$ cat src/rtl/can_pkg.sv
// can_pkg
//   Shared types and constants for the CAN error/overload frame controller.
//   - can_errovl_state_t : sequencer state encoding
//   - CAN_ERR_*          : lastError codes
//   - CAN_*_LEN          : default bit-length constants (also used by the MAC)
//   - can_err_code()     : priority encoder for the active-low error strobes
package can_pkg;

  typedef enum logic [2:0] {
    ST_IDLE,
    ST_ERR_FLAG,
    ST_ERR_ECHO,
    ST_ERR_DELIM,
    ST_OVL_FLAG,
    ST_OVL_ECHO,
    ST_OVL_DELIM,
    ST_INTERMISSION
  } can_errovl_state_t;

  localparam logic [2:0] CAN_ERR_NONE  = 3'd0;
  localparam logic [2:0] CAN_ERR_BIT   = 3'd1;
  localparam logic [2:0] CAN_ERR_STUFF = 3'd2;
  localparam logic [2:0] CAN_ERR_FORM  = 3'd3;
  localparam logic [2:0] CAN_ERR_CRC   = 3'd4;
  localparam logic [2:0] CAN_ERR_EOF   = 3'd5;

  localparam int unsigned CAN_FLAG_LEN         = 6;
  localparam int unsigned CAN_DELIM_LEN        = 8;
  localparam int unsigned CAN_INTERMISSION_LEN = 3;
  localparam int unsigned CAN_ECHO_MAX         = 7;
  localparam int unsigned CAN_MAX_OVERLOAD     = 2;

  // Highest-priority error wins: bit > stuff > form > crc > eof.
  function automatic logic [2:0] can_err_code(input logic bit_n, input logic stuff_n,
                                              input logic form_n, input logic crc_n,
                                              input logic eof_n);
    if (!bit_n)        return CAN_ERR_BIT;
    else if (!stuff_n) return CAN_ERR_STUFF;
    else if (!form_n)  return CAN_ERR_FORM;
    else if (!crc_n)   return CAN_ERR_CRC;
    else if (!eof_n)   return CAN_ERR_EOF;
    else               return CAN_ERR_NONE;
  endfunction

endpackage

$ cat src/rtl/can_bit_counter.sv
// can_bit_counter
//   CNT_W-wide saturating counter, advancing only when en_i is high.
//   Ports:
//     clk_i, rst_ni   : clock, synchronous active-low reset
//     en_i            : bit strobe (samplePoint)
//     clr_i           : clear to 0 (highest priority)
//     load_one_i      : load 1
//     inc_i           : increment, saturating at term_i
//     term_i          : terminal value
//     at_term_o       : count equals term_i
module can_bit_counter #(
  parameter int unsigned CNT_W = 4
) (
  input  logic             clk_i,
  input  logic             rst_ni,
  input  logic             en_i,
  input  logic             clr_i,
  input  logic             load_one_i,
  input  logic             inc_i,
  input  logic [CNT_W-1:0] term_i,
  output logic             at_term_o
);

  logic [CNT_W-1:0] cnt_q;

  always_ff @(posedge clk_i) begin
    if (!rst_ni) begin
      cnt_q <= '0;
    end else if (en_i) begin
      if (clr_i) begin
        cnt_q <= '0;
      end else if (load_one_i) begin
        cnt_q <= CNT_W'(1);
      end else if (inc_i && (cnt_q < term_i)) begin
        cnt_q <= cnt_q + CNT_W'(1);
      end
    end
  end

  assign at_term_o = (cnt_q == term_i);

endmodule

$ cat src/rtl/can_error_overload_ctrl.sv
// can_error_overload_ctrl
//   CAN error/overload frame sequencer: error flag (active/passive), flag echo,
//   delimiter, intermission and bounded overload frames. Advances only on
//   samplePoint strobes; all outputs registered.
//   Ports:
//     clock, reset        : clock, synchronous active-low reset
//     samplePoint         : one-cycle strobe per bit time
//     canRX               : sampled bus level (0 = dominant)
//     bitErro..eofErro    : active-low error strobes
//     overloadFlag        : active-low overload request
//     errorPassive        : 1 = passive (recessive) error flag
//     canTX               : bit to drive (0 = dominant)
//     erro                : active-low, 0 in error-frame states
//     interframe          : 1 during intermission
//     overloadActive      : 1 during overload flag/echo/delimiter
//     lastError           : code of most recent error
//     dominantStuck       : one-cycle pulse when echo exceeds ECHO_MAX
module can_error_overload_ctrl
  import can_pkg::*;
#(
  parameter int unsigned FLAG_LEN         = CAN_FLAG_LEN,
  parameter int unsigned DELIM_LEN        = CAN_DELIM_LEN,
  parameter int unsigned INTERMISSION_LEN = CAN_INTERMISSION_LEN,
  parameter int unsigned ECHO_MAX         = CAN_ECHO_MAX,
  parameter int unsigned MAX_OVERLOAD     = CAN_MAX_OVERLOAD,
  parameter int unsigned CNT_W            = 4
) (
  input  logic       clock,
  input  logic       reset,
  input  logic       samplePoint,
  input  logic       canRX,
  input  logic       bitErro,
  input  logic       stuffErro,
  input  logic       formErro,
  input  logic       crcErro,
  input  logic       eofErro,
  input  logic       overloadFlag,
  input  logic       errorPassive,
  output logic       canTX,
  output logic       erro,
  output logic       interframe,
  output logic       overloadActive,
  output logic [2:0] lastError,
  output logic       dominantStuck
);

  // Phase counter terminals are "last bit" values: the phase ends on the
  // sample where the counter already holds LEN-1.
  localparam logic [CNT_W-1:0] FLAG_TERM  = CNT_W'(FLAG_LEN - 1);
  localparam logic [CNT_W-1:0] DELIM_TERM = CNT_W'(DELIM_LEN - 1);
  localparam logic [CNT_W-1:0] INT_TERM   = CNT_W'(INTERMISSION_LEN - 1);
  localparam logic [CNT_W-1:0] ECHO_TERM  = CNT_W'(ECHO_MAX - 1);
  localparam logic [CNT_W-1:0] OVL_TERM   = CNT_W'(MAX_OVERLOAD);

  can_errovl_state_t state_q, state_d;
  logic       canTX_q, canTX_d;
  logic       erro_q, erro_d;
  logic       interframe_q, interframe_d;
  logic       ovlActive_q, ovlActive_d;
  logic [2:0] lastError_q, lastError_d;
  logic       dStuck_q, dStuck_d;

  logic             ph_clr, ph_load_one, ph_inc, ph_at_term;
  logic [CNT_W-1:0] ph_term;
  logic             ov_clr, ov_inc, ov_at_term, ov_below;
  logic             err_any;

  assign err_any  = ~&{bitErro, stuffErro, formErro, crcErro, eofErro};
  assign ov_below = ~ov_at_term;

  always_comb begin
    case (state_q)
      ST_ERR_FLAG, ST_OVL_FLAG:   ph_term = FLAG_TERM;
      ST_ERR_ECHO, ST_OVL_ECHO:   ph_term = ECHO_TERM;
      ST_ERR_DELIM, ST_OVL_DELIM: ph_term = DELIM_TERM;
      ST_INTERMISSION:            ph_term = INT_TERM;
      default:                    ph_term = '0;
    endcase
  end

  can_bit_counter #(.CNT_W(CNT_W)) u_phase_cnt (
    .clk_i      (clock),
    .rst_ni     (reset),
    .en_i       (samplePoint),
    .clr_i      (ph_clr),
    .load_one_i (ph_load_one),
    .inc_i      (ph_inc),
    .term_i     (ph_term),
    .at_term_o  (ph_at_term)
  );

  can_bit_counter #(.CNT_W(CNT_W)) u_ovl_cnt (
    .clk_i      (clock),
    .rst_ni     (reset),
    .en_i       (samplePoint),
    .clr_i      (ov_clr),
    .load_one_i (1'b0),
    .inc_i      (ov_inc),
    .term_i     (OVL_TERM),
    .at_term_o  (ov_at_term)
  );

  always_comb begin
    state_d      = state_q;
    canTX_d      = canTX_q;
    erro_d       = erro_q;
    interframe_d = interframe_q;
    ovlActive_d  = ovlActive_q;
    lastError_d  = lastError_q;
    dStuck_d     = 1'b0;
    ph_clr       = 1'b0;
    ph_load_one  = 1'b0;
    ph_inc       = 1'b0;
    ov_clr       = 1'b0;
    ov_inc       = 1'b0;

    if (samplePoint) begin
      case (state_q)
        ST_IDLE: begin
          if (err_any) begin
            state_d     = ST_ERR_FLAG;
            lastError_d = can_err_code(bitErro, stuffErro, formErro, crcErro, eofErro);
            ph_clr      = 1'b1;
          end else if (!overloadFlag && ov_below) begin
            state_d = ST_OVL_FLAG;
            ov_inc  = 1'b1;
            ph_clr  = 1'b1;
          end
        end
        ST_ERR_FLAG, ST_OVL_FLAG: begin
          if (ph_at_term) begin
            state_d = (state_q == ST_ERR_FLAG) ? ST_ERR_ECHO : ST_OVL_ECHO;
            ph_clr  = 1'b1;
          end else begin
            ph_inc = 1'b1;
          end
        end
        ST_ERR_ECHO, ST_OVL_ECHO: begin
          if (canRX) begin
            // The first recessive bit is also the first delimiter bit.
            state_d     = (state_q == ST_ERR_ECHO) ? ST_ERR_DELIM : ST_OVL_DELIM;
            ph_load_one = 1'b1;
          end else if (ph_at_term) begin
            dStuck_d = 1'b1;
            ph_clr   = 1'b1;
          end else begin
            ph_inc = 1'b1;
          end
        end
        ST_ERR_DELIM, ST_OVL_DELIM: begin
          if (!canRX) begin
            state_d     = ST_ERR_FLAG;
            lastError_d = CAN_ERR_BIT;
            ph_clr      = 1'b1;
          end else if (ph_at_term) begin
            state_d = ST_INTERMISSION;
            ph_clr  = 1'b1;
          end else begin
            ph_inc = 1'b1;
          end
        end
        ST_INTERMISSION: begin
          // Last bit: recessive closes the gap, dominant is taken as SOF.
          if (ph_at_term) begin
            state_d = ST_IDLE;
            ph_clr  = 1'b1;
            ov_clr  = 1'b1;
          end else if (!canRX) begin
            if (ov_below) begin
              state_d = ST_OVL_FLAG;
              ov_inc  = 1'b1;
              ph_clr  = 1'b1;
            end else begin
              state_d = ST_IDLE;
              ph_clr  = 1'b1;
              ov_clr  = 1'b1;
            end
          end else begin
            ph_inc = 1'b1;
          end
        end
        default: begin
          state_d = ST_IDLE;
          ph_clr  = 1'b1;
          ov_clr  = 1'b1;
        end
      endcase

      // Outputs are decoded from the next state so they register together.
      if (state_d == ST_ERR_FLAG) begin
        canTX_d = errorPassive;
      end else if (state_d == ST_OVL_FLAG) begin
        canTX_d = 1'b0;
      end else begin
        canTX_d = 1'b1;
      end
      erro_d       = !(state_d inside {ST_ERR_FLAG, ST_ERR_ECHO, ST_ERR_DELIM});
      interframe_d = (state_d == ST_INTERMISSION);
      ovlActive_d  = (state_d inside {ST_OVL_FLAG, ST_OVL_ECHO, ST_OVL_DELIM});
    end
  end

  always_ff @(posedge clock) begin
    if (!reset) begin
      state_q      <= ST_IDLE;
      canTX_q      <= 1'b1;
      erro_q       <= 1'b1;
      interframe_q <= 1'b0;
      ovlActive_q  <= 1'b0;
      lastError_q  <= CAN_ERR_NONE;
      dStuck_q     <= 1'b0;
    end else begin
      state_q      <= state_d;
      canTX_q      <= canTX_d;
      erro_q       <= erro_d;
      interframe_q <= interframe_d;
      ovlActive_q  <= ovlActive_d;
      lastError_q  <= lastError_d;
      dStuck_q     <= dStuck_d;
    end
  end

  assign canTX          = canTX_q;
  assign erro           = erro_q;
  assign interframe     = interframe_q;
  assign overloadActive = ovlActive_q;
  assign lastError      = lastError_q;
  assign dominantStuck  = dStuck_q;

endmodule

$ cat config.mk
export PLATFORM = sky130hd
export DESIGN_NAME = can_error_overload_ctrl
export DESIGN_NICKNAME = d
export VERILOG_FILES = /design/src/rtl/can_pkg.sv /design/src/rtl/can_bit_counter.sv /design/src/rtl/can_error_overload_ctrl.sv
export SDC_FILE = /design/constraint.sdc
export NUM_CORES = 1
export LEC_CHECK = 0
export ABC_AREA = 1
export CORE_MARGIN = 4
export CORE_UTILIZATION = 57
export DETAILED_ROUTE_END_ITERATION = 10
export GPL_TIMING_DRIVEN = 0
export PLACE_DENSITY = 0.83
export SLEW_MARGIN = 20
export SYNTH_ARGS = -nofsm -noshare
export SYNTH_HDL_FRONTEND = slang
export SYNTH_SLANG_ARGS = --single-unit
$ cat constraint.sdc
create_clock -name clock -period 5 [get_ports clock]
set_input_delay 1 -clock clock [delete_from_list [all_inputs] [get_ports clock]]
set_output_delay 1 -clock clock [all_outputs]
set_load 0.005 [all_outputs]
Word-level counts from Yosys, hierarchy flattened
Cells that the tools add are included.
{"block": "totals", "output_inout_bits": 8, "input_bits": 11, "wordCells": 109, "ff_bits": 19}
{"block": "classes", "n_eq_ne": 18, "muxes": 58, "n_bitwise": 1, "addsub": 2, "magnitude_cmp": 2, "n_reduce_logical": 19}
{"cell": "2-to-1 mux 3 bit", "count": 19}
{"cell": "2-to-1 mux 1 bit", "count": 28}
{"cell": "equality test 3 bit (second input constant)", "count": 8}
{"cell": "2-to-1 mux 4 bit", "count": 5}
{"cell": "case mux 3 bit (5 select lines)", "count": 1}
{"cell": "equality test 3 x 2 -> 1 bit (second input constant)", "count": 4}
{"cell": "case mux 3 bit (4 select lines)", "count": 1}
{"cell": "nonzero test 3 bit", "count": 3}
{"cell": "adder 4 x 1 -> 4 bit (second input constant)", "count": 2}
{"cell": "equality test 3 x 1 -> 1 bit (second input constant)", "count": 2}
{"cell": "case mux 3 bit (2 select lines)", "count": 1}
{"cell": "OR reduction 2 bit", "count": 3}
{"cell": "case mux 1 bit (5 select lines)", "count": 1}
{"cell": "AND reduction 5 bit", "count": 1}
{"cell": "equality test 4 x 2 -> 1 bit (second input constant)", "count": 1}
{"cell": "equality test 4 x 3 -> 1 bit", "count": 1}
{"cell": "less-than comparator 4 x 2 -> 1 bit (second input constant)", "count": 1}
{"cell": "less-than comparator 4 x 3 -> 1 bit", "count": 1}
{"cell": "!= test 2 bit (second input constant)", "count": 2}
{"cell": "case mux 1 bit (4 select lines)", "count": 1}
{"cell": "AND reduction 2 bit", "count": 2}
{"cell": "AND reduction 4 bit", "count": 1}
{"cell": "nonzero test 2 bit", "count": 2}
{"cell": "logical AND 1 bit", "count": 3}
{"cell": "other kinds (5)", "count": 6}

Depth between registers and ports, before layout
Gate-level depths: netlist (run 1).
{"block": "logic_depth", "ltp_word": 12, "mapped_depth": 18, "depth_no_buf": 17}

Hierarchy
Synthesis (run 1) repeated with hierarchy kept, for this count alone.
{"block": "hier_totals", "hier_cells": 276, "area_unflattened_um2": 1642.8}
{"module": "can_error_overload_ctrl", "seq_area_each_um2": 220.2, "cells_per_inst": 160, "area_per_inst_um2": 900.9, "n_inst": 1}
{"module": "can_bit_counter at u_ovl_cnt", "seq_area_each_um2": 80.1, "cells_per_inst": 57, "area_per_inst_um2": 379.1, "n_inst": 1}
{"module": "can_bit_counter at u_phase_cnt", "seq_area_each_um2": 80.1, "cells_per_inst": 59, "area_per_inst_um2": 362.8, "n_inst": 1}

Worst setup path before layout (run 1)
Ideal clock, no wire load.
{"block": "synth_timing", "kind": "input to register", "start": "in samplePoint", "end": "reg u_phase_cnt.cnt_q[1]", "arrival_time_ns": 2.029, "required_ns": 4.887, "n_path_buf": 1, "setup_time_ns": 0.113, "stages": 9, "slack_ns": 2.857, "cell_sequence": "buf_2 > inv_1 > nor3_1 > nand3_1 > nor2_1 > nand2_1 > or2_2 > nand2_1 > nor2_1"}
{"block": "synth_via", "elab_chain_len": 4, "word_cells_on_any_way": 8, "classes_between": "5 x mux; 3 x reduce/logical"}
{"item": "start: declaration", "line": "can_error_overload_ctrl.sv:30", "source": "input logic samplePoint,"}
{"item": "2-to-1 mux 1 bit", "line": "can_error_overload_ctrl.sv:117", "source": "if (samplePoint) begin"}
{"item": "logical AND 1 bit", "line": "can_bit_counter.sv:34", "source": "end else if (inc_i && (cnt_q < term_i)) begin"}
{"item": "nonzero test 3 bit (no line)"}
{"item": "AND reduction 2 bit (no line)"}
{"item": "end signal: assignment", "line": "can_bit_counter.sv:35", "source": "cnt_q <= cnt_q + CNT_W'(1);"}
{"item": "end: declaration", "line": "can_bit_counter.sv:24", "source": "logic [CNT_W-1:0] cnt_q;"}
Several ways; a longest one is shown, not always the timed one.
A chain may end at the register's enable or synchronous reset.

Final worst setup path (run 1)
{"block": "layout_timing", "start": "reg state_q[0]", "end": "reg canTX_q (netlist: canTX)"}
{"block": "layout_via", "elab_chain_len": 11, "word_cells_on_any_way": 29, "classes_between": "10 x eq/ne; 15 x mux; 4 x reduce/logical"}
{"item": "start: declaration", "line": "can_error_overload_ctrl.sv:55", "source": "can_errovl_state_t state_q, state_d;"}
{"item": "start signal: assignment", "line": "can_error_overload_ctrl.sv:213", "source": "state_q <= state_d;"}
{"item": "equality test 3 x 2 -> 1 bit (tied with other cells)", "line": "can_error_overload_ctrl.sv:72, can_error_overload_ctrl.sv:118"}
{"item": "OR reduction 2 bit", "line": "can_error_overload_ctrl.sv:72, can_error_overload_ctrl.sv:118"}
{"item": "case mux 3 bit (4 select lines)", "line": "can_error_overload_ctrl.sv:72", "source": "case (state_q)"}
{"item": "equality test 4 x 3 -> 1 bit", "line": "can_bit_counter.sv:40", "source": "assign at_term_o = (cnt_q == term_i);"}
{"item": "2-to-1 mux 3 bit", "line": "can_error_overload_ctrl.sv:155", "source": "end else if (ph_at_term) begin"}
{"item": "2-to-1 mux 3 bit", "line": "can_error_overload_ctrl.sv:151", "source": "if (!canRX) begin"}
{"item": "case mux 3 bit (5 select lines) *", "line": "can_error_overload_ctrl.sv:118", "source": "case (state_q)"}
{"item": "2-to-1 mux 3 bit *", "line": "can_error_overload_ctrl.sv:117"}
{"item": "equality test 3 bit", "line": "can_error_overload_ctrl.sv:192", "source": "end else if (state_d == ST_OVL_FLAG) begin"}
{"item": "2-to-1 mux 1 bit", "line": "can_error_overload_ctrl.sv:192"}
{"item": "2-to-1 mux 1 bit *", "line": "can_error_overload_ctrl.sv:190", "source": "if (state_d == ST_ERR_FLAG) begin"}
{"item": "end signal: assignment", "line": "can_error_overload_ctrl.sv:214", "source": "canTX_q <= canTX_d;"}
{"item": "end: declaration", "line": "can_error_overload_ctrl.sv:56", "source": "logic canTX_q, canTX_d;"}
Mark *: on every way between the ends. The rest lies on a longest branch, timed or not. The select of a mux whose other input is x is not followed.

==> out/summary.txt, run 1 <==
share of synthesized area occupied by flip-flops and latches: 30.0%
final HPWL from detailed placement: 2230 um
kind of end point of the critical path: register
largest stage delay on the critical path: 0.33 ns
worst hold-check path type: register to register
worst r2r path cells: 17
Critical Path Stages: 17
setup total negative slack: 0 ns
Post-layout nets: 241
Max IR drop VDD: 0.189 mV
total vias in the final route: 1305
Area contributors post-synth: dfxtp_1, nand2_1, nand3_1
Netlist cell types: 25
pin count of the biggest net entering global routing: 12
number of cells traversed by the worst hold path: 2
register bit total from synthesis: 19
total number of placement rows: 16
standby leakage power: 0.710 nW
floorplan die area: 3050 um2
Yosys top cell area share: 30.0%
Core Footprint: 2040 um2
overall global routing resource usage: 19.0%
final weighted congestion of routability-driven global placement: 0.903
mapped cell area: 1270 um2
Gates resized, CTS repair: 0
total buffers and inverters traversed by the critical path: 1
maximum fanout count along the critical path: 8
vias in the first global route: 1182
Antenna Nets Post-Route: 0
library cell used as clock root buffer: clkbuf_4
total power consumption of the routed design: 0.000363 W
antenna violations before repair: 0
cell type group with the largest total delay on the critical path: simple AND/OR/NAND/NOR gates
post-cts hold buffer count: 0
cell chain of the critical path: buf_6 -> nor2_2 -> nand2_1 -> nand2_2 -> nor2_1 -> ha_1 -> nand2_1 -> nor2_1 -> nand2_1 -> nand2_1 -> nand2_1 -> nand3_1 -> nand2_1 -> nor2_1 -> nand2_1 -> nand3_1 -> nand2_1
CTS Buffer Depth: 2
post-detailed-placement cell area: 1450 um2
most common cell type on the critical path: nand2_1
number of nets produced by synthesis: 221
post-CTS setup buffer count: 0
total length of routed wires: 2820 um
port buffer count: 15
total DRC errors in the routed layout: 0
final hold vios: 0
max-slew violations: 0
Tmin final: 2.40 ns
headroom to the max-slew limit: 72.7%
clock network latency to the later pin of the worst-skew pair: 0.31 ns
required time at the worst-slack endpoint: 5.22 ns
result of the run: complete, no violations
effective utilization at floorplan: 62.2%
Detailed Route Iter0 Violations: 26
max capacitance violation total: 0
TritonCTS clock tree: done
library cell with the largest summed area after synthesis: dfxtp_1
GRT Residual Overflow: 0
element type at the critical path start: register
class of the most critical setup path: register to register
summed area of non-filler cells in the final layout: 1480 um2
share of post-route cells with drive strength above 1: 8.52%
Final setup viols: 0
I/O Pins: 19
Crit path arrival time: 2.61 ns
startpoint of the most critical register-to-register path: state_q[0]$_SDFFE_PN0P_
Yosys warning total: 0
clock sinks: 19
global-route wire length before repair: 4790 um
post-route clock period utilization: 48.0%
number of buffers inserted during clock tree synthesis: 3
mean number of vias per cell: 5.22
launch point of the critical path: state_q[0]$_SDFFE_PN0P_
setup repair after global routing missed its margin: no
Power Dens Cells: 245 nW/um2
worst hold path startpoint: lastError[1]$_SDFFE_PN0P_
number of standard cells after synthesis: 204
H-tree levels: 1
clock transition time at the flip-flop clock pins of the worst setup and hold paths: 0.11 ns
first drt pass iteration count: 4
Die Width: 55.2 um
mean cell area of the mapped netlist: 6.23 um2
post-route clock skew: 0.00898 ns
Tightest Pin Transition: 0.409 ns
layout overhead on the synthesized area: 16.7%
cell with the biggest individual delay on the critical path: dfxtp_1
Achievable Freq: 0.417 GHz
wire length per cell after detailed routing: 11.3 um
floorplan die height: 55.2 um
Antenna Diode Count: 0
## final timing paths
path         slack [ns]                        end
max                2.60         canTX$_SDFFE_PN1P_
min                0.46  lastError[1]$_SDFFE_PN0P_
max reg2reg        2.60         canTX$_SDFFE_PN1P_
min reg2reg        0.46  lastError[1]$_SDFFE_PN0P_
## worst reg2reg max path, delay by kind of cell (launching register included)
family                   cells  cell delay (ns)
flip-flops                   1             0.33
buffers and inverters        1             0.13
adder cells (fa/ha/maj)      1             0.30
AND/OR/NAND/NOR             15             1.54
## routing by layer
metal	vias up	track usage, %	wire (um)
met5	-	0	0
met1	566	23.1	1270
met4	0	7.64	37
met2	36	31.8	1370
li1	697	-	-
met3	6	4.90	149
## cell usage in the layout (no fill, tap or decap), drive strengths merged
cell and n:
clkinv 1, o21ai 12, xnor2 1, nand4 3, ha 6, dfxtp 19
clkbuf 4, nor2 24, clkdlybuf4s50 15, nor3b 1, a211oi 1, nor3 2
buf 3, a21oi 17, nand3 25, nand2 59, or2 2, inv 28
## where the power goes
part | switching [W] | leakage [nW] | internal [W]
Sequential | 0.00000769 | 0.155 | 0.000161
Combinational | 0.0000696 | 0.537 | 0.0000457
Clock | 0.0000490 | 0.0177 | 0.0000299
Total | 0.000126 | 0.710 | 0.000236
## state kept, by name (all words and copies together) (netlist names)
signal / flops
u_phase_cnt.cnt_q: 4
interframe: 1
erro: 1
state_q: 3
canTX: 1
dominantStuck: 1
overloadActive: 1
u_ovl_cnt.cnt_q: 4
lastError: 3
## cell type report
type / count / area, um2
multi-input cells: 153 / 759
fillers: 184 / 561
flip-flops and latches: 19 / 380
repair buffers: 15 / 150
inverters: 28 / 105
well taps: 27 / 33.8
plain buffers: 4 / 25.0
clock buffers: 3 / 22.5
clock inverters: 1 / 5.00
## Yosys cell counts
master / number
nand2_1: 55
inv_1: 26
nand3_1: 25
nor2_1: 21
dfxtp_1: 19
a21oi_1: 17
o21ai_0: 10
ha_1: 6
nand2_2: 4
nand4_1: 3
buf_2: 2
inv_2: 2
nor2_2: 2
a211oi_1: 1
buf_6: 1
clkbuf_1: 1
nor2_4: 1
nor3_1: 1
nor3_4: 1
nor3b_1: 1
o21ai_1: 1
o21ai_2: 1
or2_1: 1
or2_2: 1
xnor2_1: 1
## kinds of logic after synthesis
| kind of cell | synth area share (%) |
|---|---|
| xor gates and xnor gates | 0.690 |
| adders and majority gates | 5.91 |
| buffers and inverters | 10.2 |
| DFF | 30.0 |
| AOI/OAI and AO/OA | 12.3 |
| and+or+nand+nor | 40.9 |
## metrics by stage
stage,instances,hold WS [ns],setup WS [ns],utilization [%]
2_1_floorplan,204,0.438,2.86,-
3_3_place_gp,246,0.434,2.40,71.2
3_5_place_dp,246,0.445,2.35,71.2
4_1_cts,250,0.460,2.61,72.5
5_1_grt,250,0.481,2.34,72.5
6_report,250,0.462,2.60,72.5
Power figures use the tool's default switching activity.
==> inputs of run 2 (changes only) <==
--- a/config.mk
+++ b/config.mk
@@ -7,10 +7,10 @@
 export LEC_CHECK = 0
 export ABC_AREA = 1
 export CORE_MARGIN = 4
-export CORE_UTILIZATION = 57
+export CORE_UTILIZATION = 53
 export DETAILED_ROUTE_END_ITERATION = 10
 export GPL_TIMING_DRIVEN = 0
-export PLACE_DENSITY = 0.83
+export PLACE_DENSITY = 0.78
 export SLEW_MARGIN = 20
 export SYNTH_ARGS = -nofsm -noshare
 export SYNTH_HDL_FRONTEND = slang
==> constraint.sdc (replaced) <==
create_clock -name clock -period 2.43 [get_ports clock]
set_input_delay 0.486 -clock clock [delete_from_list [all_inputs] [get_ports clock]]
set_output_delay 0.486 -clock clock [all_outputs]
set_load 0.005 [all_outputs]
==> out/summary.txt, run 2 (same netlist as run 1, synthesis figures left out) <==
met2 demand-to-capacity share in global routing: 35.9% (was 31.8%)
total vias in the final route: 1356 (was 1305)
number of buffers inserted during clock tree synthesis: 3 (unchanged)
max-slew violations: 0 (unchanged)
Die Width: 57.0 um (was 55.2 um)
overall global routing resource usage: 20.2% (was 19.0%)
met1 Track Usage GR: 23.4% (was 23.1%)
port buffer count: 15 (unchanged)
wire length per cell after detailed routing: 11.9 um (was 11.3 um)
Post-layout nets: 242 (was 241)
final hold vios: 0 (unchanged)
floorplan die area: 3240 um2 (was 3050 um2)
Antenna Nets Post-Route: 0 (unchanged)
effective utilization at floorplan: 56.3% (was 62.2%)
gr busiest metal: met2 (unchanged)
global-route wire length before repair: 5290 um (was 4790 um)
floorplan die height: 57.0 um (was 55.2 um)
final HPWL from detailed placement: 2380 um (was 2230 um)
Antenna Diode Count: 0 (unchanged)
post-route clock period utilization: 92.7% (was 48.0%)
Crit path arrival time: 2.46 ns (was 2.61 ns)
antenna violations before repair: 0 (unchanged)
total DRC errors in the routed layout: 0 (unchanged)
H-tree levels: 1 (unchanged)
setup total negative slack: 0 ns (unchanged)
worst hold-check path type: register to register (unchanged)
TritonCTS clock tree: done (unchanged)
Core Footprint: 2250 um2 (was 2040 um2)
area of the multi-input gates: 790 um2 (was 759 um2)
kind of end point of the critical path: register (unchanged)
Power Dens Cells: 507 nW/um2 (was 245 nW/um2)
Tmin final: 2.25 ns (was 2.40 ns)
pin count of the biggest net entering global routing: 11 (was 12)
leading cell type in the layout, fill and taps excluded: nand2_1 (unchanged)
standby leakage power: 0.717 nW (was 0.710 nW)
GRT Residual Overflow: 0 (unchanged)
post-route clock skew: 0.00472 ns (was 0.00898 ns)
library cell used as clock root buffer: clkbuf_4 (unchanged)
commonest non-fill, non-tap cells in the layout: nand2_1, inv_1, nand3_1, nor2_1 (was nand2_1, inv_1, nand3_1, nor2_1, dfxtp_1)
maximum fanout count along the critical path: 8 (unchanged)
max capacitance violation total: 0 (unchanged)
total power consumption of the routed design: 0.000772 W (was 0.000363 W)
result of the run: complete, no violations (unchanged)
final weighted congestion of routability-driven global placement: 0.883 (was 0.903)
Final setup viols: 0 (unchanged)
filler cell count in the final layout: 229 (was 184)
headroom to the max-slew limit: 72.6% (was 72.7%)
hold slack final: 0.451 ns (was 0.462 ns)
I/O Pins: 19 (unchanged)
Max IR drop VDD: 0.493 mV (was 0.189 mV)
layout overhead on the synthesized area: 19.8% (was 16.7%)
setup repair after global routing missed its margin: no (unchanged)
M3 GR Usage: 3.17% (was 4.90%)
total length of routed wires: 3000 um (was 2820 um)
clock transition time at the flip-flop clock pins of the worst setup and hold paths: 0.11 ns (about the same)
element type at the critical path start: register (unchanged)
required time at the worst-slack endpoint: 2.64 ns (was 5.22 ns)
CTS Buffer Depth: 2 (unchanged)
total number of placement rows: 17 (was 16)
share of post-route cells with drive strength above 1: 11.6% (was 8.52%)
Achievable Freq: 0.444 GHz (was 0.417 GHz)
area occupied by registers: 383 um2 (was 380 um2)
first drt pass iteration count: 4 (unchanged)
biggest registers after layout: u_ovl_cnt.cnt_q x4, u_phase_cnt.cnt_q x4 (unchanged)
clock network latency to the later pin of the worst-skew pair: 0.31 ns (about the same)
class of the most critical setup path: register to register (unchanged)
vias in the first global route: 1300 (was 1182)
Tightest Pin Transition: 0.410 ns (was 0.409 ns)
clock sinks: 19 (unchanged)
Detailed Route Iter0 Violations: 24 (was 26)
mean number of vias per cell: 5.38 (was 5.22)
-- run 2: cell count changes in the layout (fill, tap and decap cells not counted), sizes merged --
| cell | previous run | this run |
|---|---|---|
| clkinv | 1 | 0 |
| buf | 3 | 4 |
| clkbuf | 4 | 5 |
-- run 2: what timing repair did --
action                     in CTS  in global routing
pin swaps                       0                  1
buffers inserted                0                  1
hold buffers                    0                  0
resized for setup               1                  9
setup endpoints to repair       1                  9
-- run 2: final timing paths --
check,start,to,slack [ns],cells after the start
hold reg to reg,lastError[2]$_SDFFE_PN0P_,lastError[2]$_SDFFE_PN0P_,0.45,2
hold / removal,lastError[2]$_SDFFE_PN0P_,lastError[2]$_SDFFE_PN0P_,0.45,2
setup / recovery,state_q[0]$_SDFFE_PN0P_,u_phase_cnt.cnt_q[1]$_SDFFE_PN0P_,0.18,15
setup reg to reg,state_q[0]$_SDFFE_PN0P_,u_phase_cnt.cnt_q[1]$_SDFFE_PN0P_,0.18,15
-- run 2: metal layers --
layer	wire [um]	vias to the layer above
met2	1460	39
met1	1280	608
met3	176	9
met5	0	-
li1	-	700
met4	87	0
-- run 2: worst max-delay path, stage by stage, from the launching register on --
cell	delay (ns)
dfxtp_1	0.32
buf_6	0.13
nor2_4	0.13
nand2_1	0.10
nand2_4	0.10
nor2_1	0.05
ha_1	0.33
nand2_2	0.11
inv_1	0.05
nand2_2	0.11
nand3_1	0.09
nor2_1	0.14
nand2_1	0.10
or2_2	0.28
nand2_1	0.07
nor2_1	0.03
-- run 2: power breakdown --
part | internal, W | switching, W
Clock | 0.0000642 | 0.000101
Sequential | 0.000331 | 0.0000152
Combinational | 0.000105 | 0.000155
-- run 2: cell type report --
class                   count  area share [%]
plain buffers               4            1.64
inverters                  28            6.91
clock buffers               4            1.73
well taps                  28            2.30
multi-input cells         153            51.9
flip-flops and latches     19            25.2
repair buffers             16            10.4
-- run 2: stage by stage --
stage	setup WS, ns	cell area (um2)	cells	utilization [%]
global route	0.00623	1520	252	67.5
CTS	0.0354	1480	251	65.8
finish	0.178	1520	252	67.5
detailed placement	0.0286	1460	247	64.5
global placement	0.122	1460	247	64.5
floorplan	0.334	1270	204	-
